<file path="src/rtl/rr_arbiter_if.sv">
// Request/grant bundle between N requesters and the round-robin arbiter.
interface rr_arbiter_if #(
    parameter int N = 4
);
    localparam int IW = $clog2(N);

    logic [N-1:0]  req;
    logic [N-1:0]  grant;
    logic          grant_valid;
    logic [IW-1:0] grant_idx;

    // Requester side drives req and watches the grant.
    modport master (
        output req,
        input  grant,
        input  grant_valid,
        input  grant_idx
    );

    // Arbiter side samples req and owns the registered grant outputs.
    modport slave (
        input  req,
        output grant,
        output grant_valid,
        output grant_idx
    );
endinterface

</file>
<file path="src/rtl/rr_arbiter.sv">
// N-way round-robin arbiter with sticky grants and an optional hold limit.
// The owner keeps its grant while requesting; MAX_HOLD>0 forces a hand-off
// to a waiting requester after MAX_HOLD consecutive owned cycles.
module rr_arbiter #(
    parameter int N        = 4,
    parameter int MAX_HOLD = 0
) (
    input  logic        clock,
    input  logic        reset,
    rr_arbiter_if.slave bus
);
    localparam int IW = $clog2(N);

    logic [N-1:0]  grant_q;
    logic [IW-1:0] idx_q;
    logic          valid_q;
    logic [IW-1:0] last_q;

    logic          hit;
    logic [IW-1:0] pick;
    logic          owned;
    logic          owner_req;
    logic          hold_hit;
    logic          take_new;
    logic          go_idle;

    // Circular first-set search starting just after base; returns {found, index}.
    function automatic logic [IW:0] rr_search(input logic [N-1:0] v,
                                              input logic [IW-1:0] base);
        logic [2*N-1:0] dbl;
        logic [N-1:0]   rot;
        logic           found;
        logic [IW-1:0]  idx;
        int             s;
        int             j;
        s = int'(base) + 1;
        if (s >= N) s = 0;
        dbl   = {v, v};
        rot   = N'(dbl >> s);
        found = 1'b0;
        idx   = '0;
        j     = 0;
        for (int k = 0; k < N; k++) begin
            if (!found && rot[k]) begin
                found = 1'b1;
                j = s + k;
                if (j >= N) j = j - N;
                idx = IW'(j);
            end
        end
        return {found, idx};
    endfunction

    // Pick the next requester and decide between new grant, release to idle, or keep.
    // While owned, last_q always equals the owner index, so one search from last_q
    // serves idle, release and preempt; masking the owner out covers preemption.
    always_comb begin
        {hit, pick} = rr_search(bus.req & ~grant_q, last_q);
        owned       = |grant_q;
        owner_req   = |(bus.req & grant_q);
        take_new    = 1'b0;
        go_idle     = 1'b0;
        if (!owned) begin
            take_new = hit;
        end else if (!owner_req) begin
            take_new = hit;
            go_idle  = !hit;
        end else begin
            take_new = hold_hit && hit;
        end
    end

    // Grant, index and pointer registers; a hand-off swaps owners on a single edge.
    always_ff @(posedge clock) begin
        if (reset) begin
            grant_q <= '0;
            idx_q   <= '0;
            valid_q <= 1'b0;
            last_q  <= IW'(N - 1);
        end else if (take_new) begin
            grant_q <= {{(N-1){1'b0}}, 1'b1} << pick;
            idx_q   <= pick;
            valid_q <= 1'b1;
            last_q  <= pick;
        end else if (go_idle) begin
            grant_q <= '0;
            idx_q   <= '0;
            valid_q <= 1'b0;
        end
    end

    generate
        if (MAX_HOLD > 0) begin : g_hold
            localparam int HW = $clog2(MAX_HOLD + 1);
            logic [HW-1:0] hold_cnt;

            // Count consecutive owned cycles: restart at 1 on a new grant, saturate at the limit.
            always_ff @(posedge clock) begin
                if (reset) begin
                    hold_cnt <= '0;
                end else if (take_new) begin
                    hold_cnt <= HW'(1);
                end else if (owner_req && !hold_hit) begin
                    hold_cnt <= hold_cnt + HW'(1);
                end
            end

            assign hold_hit = (hold_cnt == HW'(MAX_HOLD));
        end else begin : g_nohold
            assign hold_hit = 1'b0;
        end
    endgenerate

    assign bus.grant       = grant_q;
    assign bus.grant_valid = valid_q;
    assign bus.grant_idx   = idx_q;
endmodule

</file>
<file path="src/flat_wrapper.sv">
// flat-port wrapper written by rule: the top's interface ports become plain ports
module rr_arbiter_flat 
#(
    parameter int N        = 4,
    parameter int MAX_HOLD = 0
)
  (clock, reset, bus_req, bus_grant, bus_grant_valid, bus_grant_idx);
  rr_arbiter_if #(.N(N)) bus_i ();
  input  logic clock;
  input  logic reset;
  input wire logic [$bits(bus_i.req)-1:0] bus_req;
  output wire logic [$bits(bus_i.grant)-1:0] bus_grant;
  output wire logic [$bits(bus_i.grant_valid)-1:0] bus_grant_valid;
  output wire logic [$bits(bus_i.grant_idx)-1:0] bus_grant_idx;
  assign bus_i.req = bus_req;
  assign bus_grant = bus_i.grant;
  assign bus_grant_valid = bus_i.grant_valid;
  assign bus_grant_idx = bus_i.grant_idx;
  rr_arbiter #(.N(N), .MAX_HOLD(MAX_HOLD)) u_core (.clock(clock), .reset(reset), .bus(bus_i));
endmodule
</file>
<file path="config.mk">
export PLATFORM = sky130hd
export DESIGN_NAME = rr_arbiter_flat
export DESIGN_NICKNAME = d
export VERILOG_FILES = /design/src/rtl/rr_arbiter_if.sv /design/src/rtl/rr_arbiter.sv /design/src/flat_wrapper.sv
export SDC_FILE = /design/constraint.sdc
export NUM_CORES = 1
export LEC_CHECK = 0
export ABC_AREA = 1
export CAP_MARGIN = 10
export CELL_PAD_IN_SITES_DETAIL_PLACEMENT = 0
export CELL_PAD_IN_SITES_GLOBAL_PLACEMENT = 1
export CORE_MARGIN = 3
export CORE_UTILIZATION = 34
export DETAILED_ROUTE_END_ITERATION = 7
export GPL_TIMING_DRIVEN = 0
export PLACE_DENSITY = 0.77
export SLEW_MARGIN = 10
export SYNTH_ARGS = -nofsm -noshare
export SYNTH_HDL_FRONTEND = slang
export SYNTH_SLANG_ARGS = --single-unit
</file>
<file path="constraint.sdc">
create_clock -name clock -period 2 [get_ports clock]
set_input_delay 0.4 -clock clock [delete_from_list [all_inputs] [get_ports clock]]
set_output_delay 0.4 -clock clock [all_outputs]
set_load 0.02 [all_outputs]
</file>
* Word level (Yosys, flattened, before mapping)
Cells that the tools add are included.
Storage, ports and cells: bits in registers 9, output and inout port bits 7, bits of input ports 6
Cells by class: shift operators 2, $add $sub $neg 8, mux-type cells 23, bitwise logic cells 3, order comparisons 5, reductions and logical operators 10
Operators by type and width (number):
- 32-bit by 4-bit greater-or-equal comparator with 1-bit output, second input constant | 5
- 32-bit by 3-bit adder with 32-bit output, second input constant | 2
- 32-bit by 2-bit adder with 32-bit output, second input constant | 1
- 2-bit two-way mux | 10
- 1-bit two-way mux | 10
- 4-bit AND | 2
- 4-bit two-way mux | 2
- 4-bit OR reduction | 2
- 8-bit by 3-bit right shift with 4-bit output | 1
- 2-bit by 1-bit subtractor with 2-bit output, second input constant | 4
- 1-bit logical NOT | 4
- 4-bit NOT | 1
- 1-bit by 2-bit left shift with 4-bit output, first input constant | 1
- 2-bit by 1-bit adder with 3-bit output, second input constant | 1
- 1-bit logical AND | 3
- 3-bit two-way mux | 1
- 2-bit nonzero test | 1

* Depth between registers and ports, before layout
word-level depth 19, mapped depth 13, mapped depth without buffers 13

* Least setup slack after synthesis
Ideal clock, no wire load.
path type register to register, from reg u_core.last_q[0], to reg u_core.idx_q[1], in the netlist u_core.bus.grant_idx[1], stages on the path, launching flop included 12, clock period less this slack 1.708 ns, slack 0.292 ns, arrival time 1.576 ns, cells stage by stage dfxtp_1 > ha_1 > nor2_4 > nand2_2 > nand3_2 > nand2_2 > nor2_4 > nand3b_1 > nand2_2 > inv_1 > nand2_1 > a21oi_1
Between the ends: longest elaborated chain between the ends 18, elaborated cells between the ends (all ways) 40
Ends and longest elaborated chain:
- start, declared | line rr_arbiter.sv:17 | logic [IW-1:0] last_q;
- start signal, assigned | line rr_arbiter.sv:79 | last_q <= IW'(N - 1);
- start signal, assigned | line rr_arbiter.sv:84 | last_q <= pick;
- 2-bit by 1-bit adder with 3-bit output (*) | line rr_arbiter.sv:36 | s = int'(base) + 1;
- 32-bit by 4-bit greater-or-equal comparator with 1-bit output | line rr_arbiter.sv:37 | if (s >= N) s = 0;
- 3-bit two-way mux (*) | line rr_arbiter.sv:37
- branches (longest 15 deep; another with 32-bit by 2-bit adder with 32-bit output)
- end signal, assigned | line rr_arbiter.sv:82 | idx_q <= pick;
- end, declared | line rr_arbiter.sv:15 | logic [IW-1:0] idx_q;
Every way passes the cells marked *. A chain may end at the register's enable or synchronous reset.

* Final worst setup path
from reg u_core.last_q[0], to reg u_core.grant_q[2], in the netlist u_core.bus.grant[2]
Between the ends: longest elaborated chain between the ends 18, elaborated cells between the ends (all ways) 41
Ends and longest elaborated chain:
- 2-bit by 1-bit adder with 3-bit output (*) | line rr_arbiter.sv:36
- 32-bit by 4-bit greater-or-equal comparator with 1-bit output | line rr_arbiter.sv:37
- 3-bit two-way mux (*) | line rr_arbiter.sv:37
- branches (longest 15 deep; another with 32-bit by 2-bit adder with 32-bit output)
- end signal, assigned | line rr_arbiter.sv:81 | grant_q <= {{(N-1){1'b0}}, 1'b1} << pick;
- end, declared | line rr_arbiter.sv:14 | logic [N-1:0] grant_q;
Marks and branches as above.

==> results.toml <==
[global_routing]
grt_max_degree = 10
gr-usage-met3_pct = 6.122
use_met2_pct = 20.55
antenna_found_initial = 0
gr-usage-met1_pct = 19.16
grt_overflow_total = 0
grt.busiest_layer = "met2"
grt_pass1_wl_mm = 2.835
track_usage_pct = 13.90
grt_pass1_vias = 650

[timing]
final_max_slew_viol_count = 0
hold_viol_final = 0
rsz0062_at_grt = "no"
clock.fmax_mhz = 542.6
fin_crit_ps = 1843
tightest_slew_ps = 410.6
setup_viol_count_final = 0
period_share_pct = 92.15
max_slew_margin_pct = 72.37
skew_ps = 0.3085

[clocking]
clk_pin_slew_ps = 60
cts_tree = "yes"
ctsHoldBuffers = 0
clkLatencyLatePin_ps = 260
clockRootBuffer = "clkbuf_4"
cts_made_buffers = 3
postCtsSetupRepairBufs = 0
clk_path_buf_depth = 2
clock_sinks = 9
htree_levels = 1

[die]
rows = 15
die_w_um = 51.44
coreArea_um2 = 1839
initial_core_util_pct = 38.16
die_h_um = 51.44
io_pins = 13
die-area_um2 = 2646

[layout]
drive_gt1_share_pct = 18.55
multi_input_area_um2 = 467.9
seq_area_um2 = 181.4
diodes = 0
area_growth_pct = 24.78
stdcell_area_um2 = 875.8
layout_commonest_cell = "nand2_1"
final_nets = 132
fin_cells = 149
n_fill_cell = 202
layout_common_cells = "nand2_1 (32), nand3_1 (17), inv_1 (13)"

[drt]
firstDrtPassIters = 4
wl_per_cell_um = 10.82
via_count = 713
ant_nets = 0
drc = 0
routed_wl_mm = 1.612
routed_via_density = 4.785
drtIter0Drc = 16

[logic_synthesis]
synth_compound_area_share_pct = 11.94
synth_area_per_cell_um2 = 6.440
ys_seq_area_share_pct = 25.67
syn_inst = 109
synthesis.nets = 116
synth-seq-cells = 9
synth_simple_gate_area_share_pct = 51.34
synthMuxAreaShare_pct = 0
synthAdderAreaFrac_pct = 1.783
synthFlopType = "dfxtp_1"
synthArstFlopShare_pct = 0
synthXorXnorAreaFrac_pct = 1.248
synthesis.area_um2 = 701.9
synth-edff-count = 0
synth_top_family_by_area = "simple AND/OR/NAND/NOR gates"
yosys_warnings = 0
yosysUniqueCellTypes = 20

[place]
gp_congestion = 0.8562
dp.cells = 145
dp_hpwl_mm = 1.286
portBuffers = 11
placed_area_um2 = 843.3

[setup_path]
crit_top_cell = "nand2_2"
cpPeakStageDelay_ps = 350
slowest_stage = "dfxtp_2"
end_kind = "register"
worst-setup-path-type = "register to register"
crit_arrival_ps = 1970
reg2reg_from = "u_core.last_q[0]$_SDFFE_PP1P_"
worstSetupStartpointType = "register"
critical_path_peak_fanout = 7
r2r-end = "u_core.bus.grant[2]$_SDFFE_PP0P_"
reg2regPathDepth = 11
rrSetupSlack_ps = 160
cp_cell_sequence = "ha_2 -> nor2_4 -> nand2_2 -> nand3_2 -> nand2_2 -> nor2_4 -> nand3b_1 -> nand2_2 -> inv_1 -> nand3_1 -> a21oi_1"
required_ps = 2130

[min_path]
worstHoldEndpoint = "u_core.last_q[1]$_SDFFE_PP1P_"
hold-path-cell-count = 2
min_path_type = "register to register"
hold_path.startpoint = "u_core.last_q[1]$_SDFFE_PP1P_"

[run_status]
outcome = "completed"

[run]
max_cap_viol_count = 0
==> state kept, by name (all words and copies together), names as in the netlist <==
| name | cells |
|---|---|
| u_core.bus.grant_idx | 2 |
| u_core.last_q | 2 |
| u_core.bus.grant_valid | 1 |
| u_core.bus.grant | 4 |
==> layout make-up <==
cell class | count | area share (%)
timing repair buffer | 11 | 12.57
inverter | 14 | 6.286
tap | 25 | 3.571
buffer | 1 | 0.4286
multi-input combinational | 85 | 53.43
sequential | 9 | 20.71
clock buffer | 4 | 3.000
==> per-layer routing <==
metal  vias up  wire (um)
li1        393          -
met1       305        867
met2        15        649
met3         0         96
met4         0          0
met5         -          0
==> worst max-delay path, delay by kind of cell (launching register included) <==
kind,cells,cell delay [ps]
AO/OA/AOI/OAI,1,60
adder cells (fa/ha/maj),1,210
buffers and inverters,1,90
flip-flops,1,350
AND/OR/NAND/NOR,8,1000
==> per-stage QoR <==
step	setup WS, ps	TNS [ps]	hold slack (ps)	utilization, %
finish	157.1	0	472.6	47.62
global route	20.85	0	503.9	47.62
floorplan	292.1	0	437.7	-
CTS	48.66	0	472.6	47.28
detailed placement	-62.56	-276.3	458.4	45.85
global placement	-66.44	-321.2	454.4	45.85
==> cells by family (layout without fill, tap and decap cells) <==
family	count (synthesis)	count (layout)
compound gates	13	13
flops	9	9
simple gates	70	70
fa+ha+maj	1	1
xor+xnor	1	1
buf+inv	15	30
==> what timing repair did <==
| action | in CTS | in global routing |
|---|---|---|
| endpoints found under the hold margin | 0 | 0 |
| resized for setup | 0 | 3 |
| endpoints found under the setup margin | 0 | 8 |
==> synth_stat cells (2+ instances only) <==
library cell,count,area [um^2]
nor2_1,2,7.510
nand2_1,32,120.1
inv_1,13,48.80
dfxtp_1,9,180.2
nand3_2,2,20.02
nand3_1,17,85.08
nor2_4,3,33.78
nand2_2,9,56.30
nand4_1,2,12.51
a21oi_1,10,50.05
==> how the worst max path moves through the flow <==
| stage | startpoint | to | slack [ps] | depth (start not counted) |
|---|---|---|---|---|
| 3_3_place_gp | bus_req[1] | u_core.bus.grant[2]$_SDFFE_PP0P_ | -70 | 10 |
| 4_1_cts | u_core.last_q[0]$_SDFFE_PP1P_ | u_core.bus.grant[2]$_SDFFE_PP0P_ | 50 | 9 |
| 2_1_floorplan | u_core.last_q[0]$_SDFFE_PP1P_ | u_core.bus.grant_idx[1]$_SDFFE_PP0P_ | 290 | 11 |
| 6_report | u_core.last_q[0]$_SDFFE_PP1P_ | u_core.bus.grant[2]$_SDFFE_PP0P_ | 160 | 11 |
| 3_5_place_dp | bus_req[1] | u_core.bus.grant[2]$_SDFFE_PP0P_ | -60 | 10 |
| 5_1_grt | u_core.last_q[0]$_SDFFE_PP1P_ | u_core.bus.grant[2]$_SDFFE_PP0P_ | 20 | 12 |
Power is left out: the tool's default activity adds up to more than one toggle a clock period on the data nets, which glitch-free logic cannot reach.
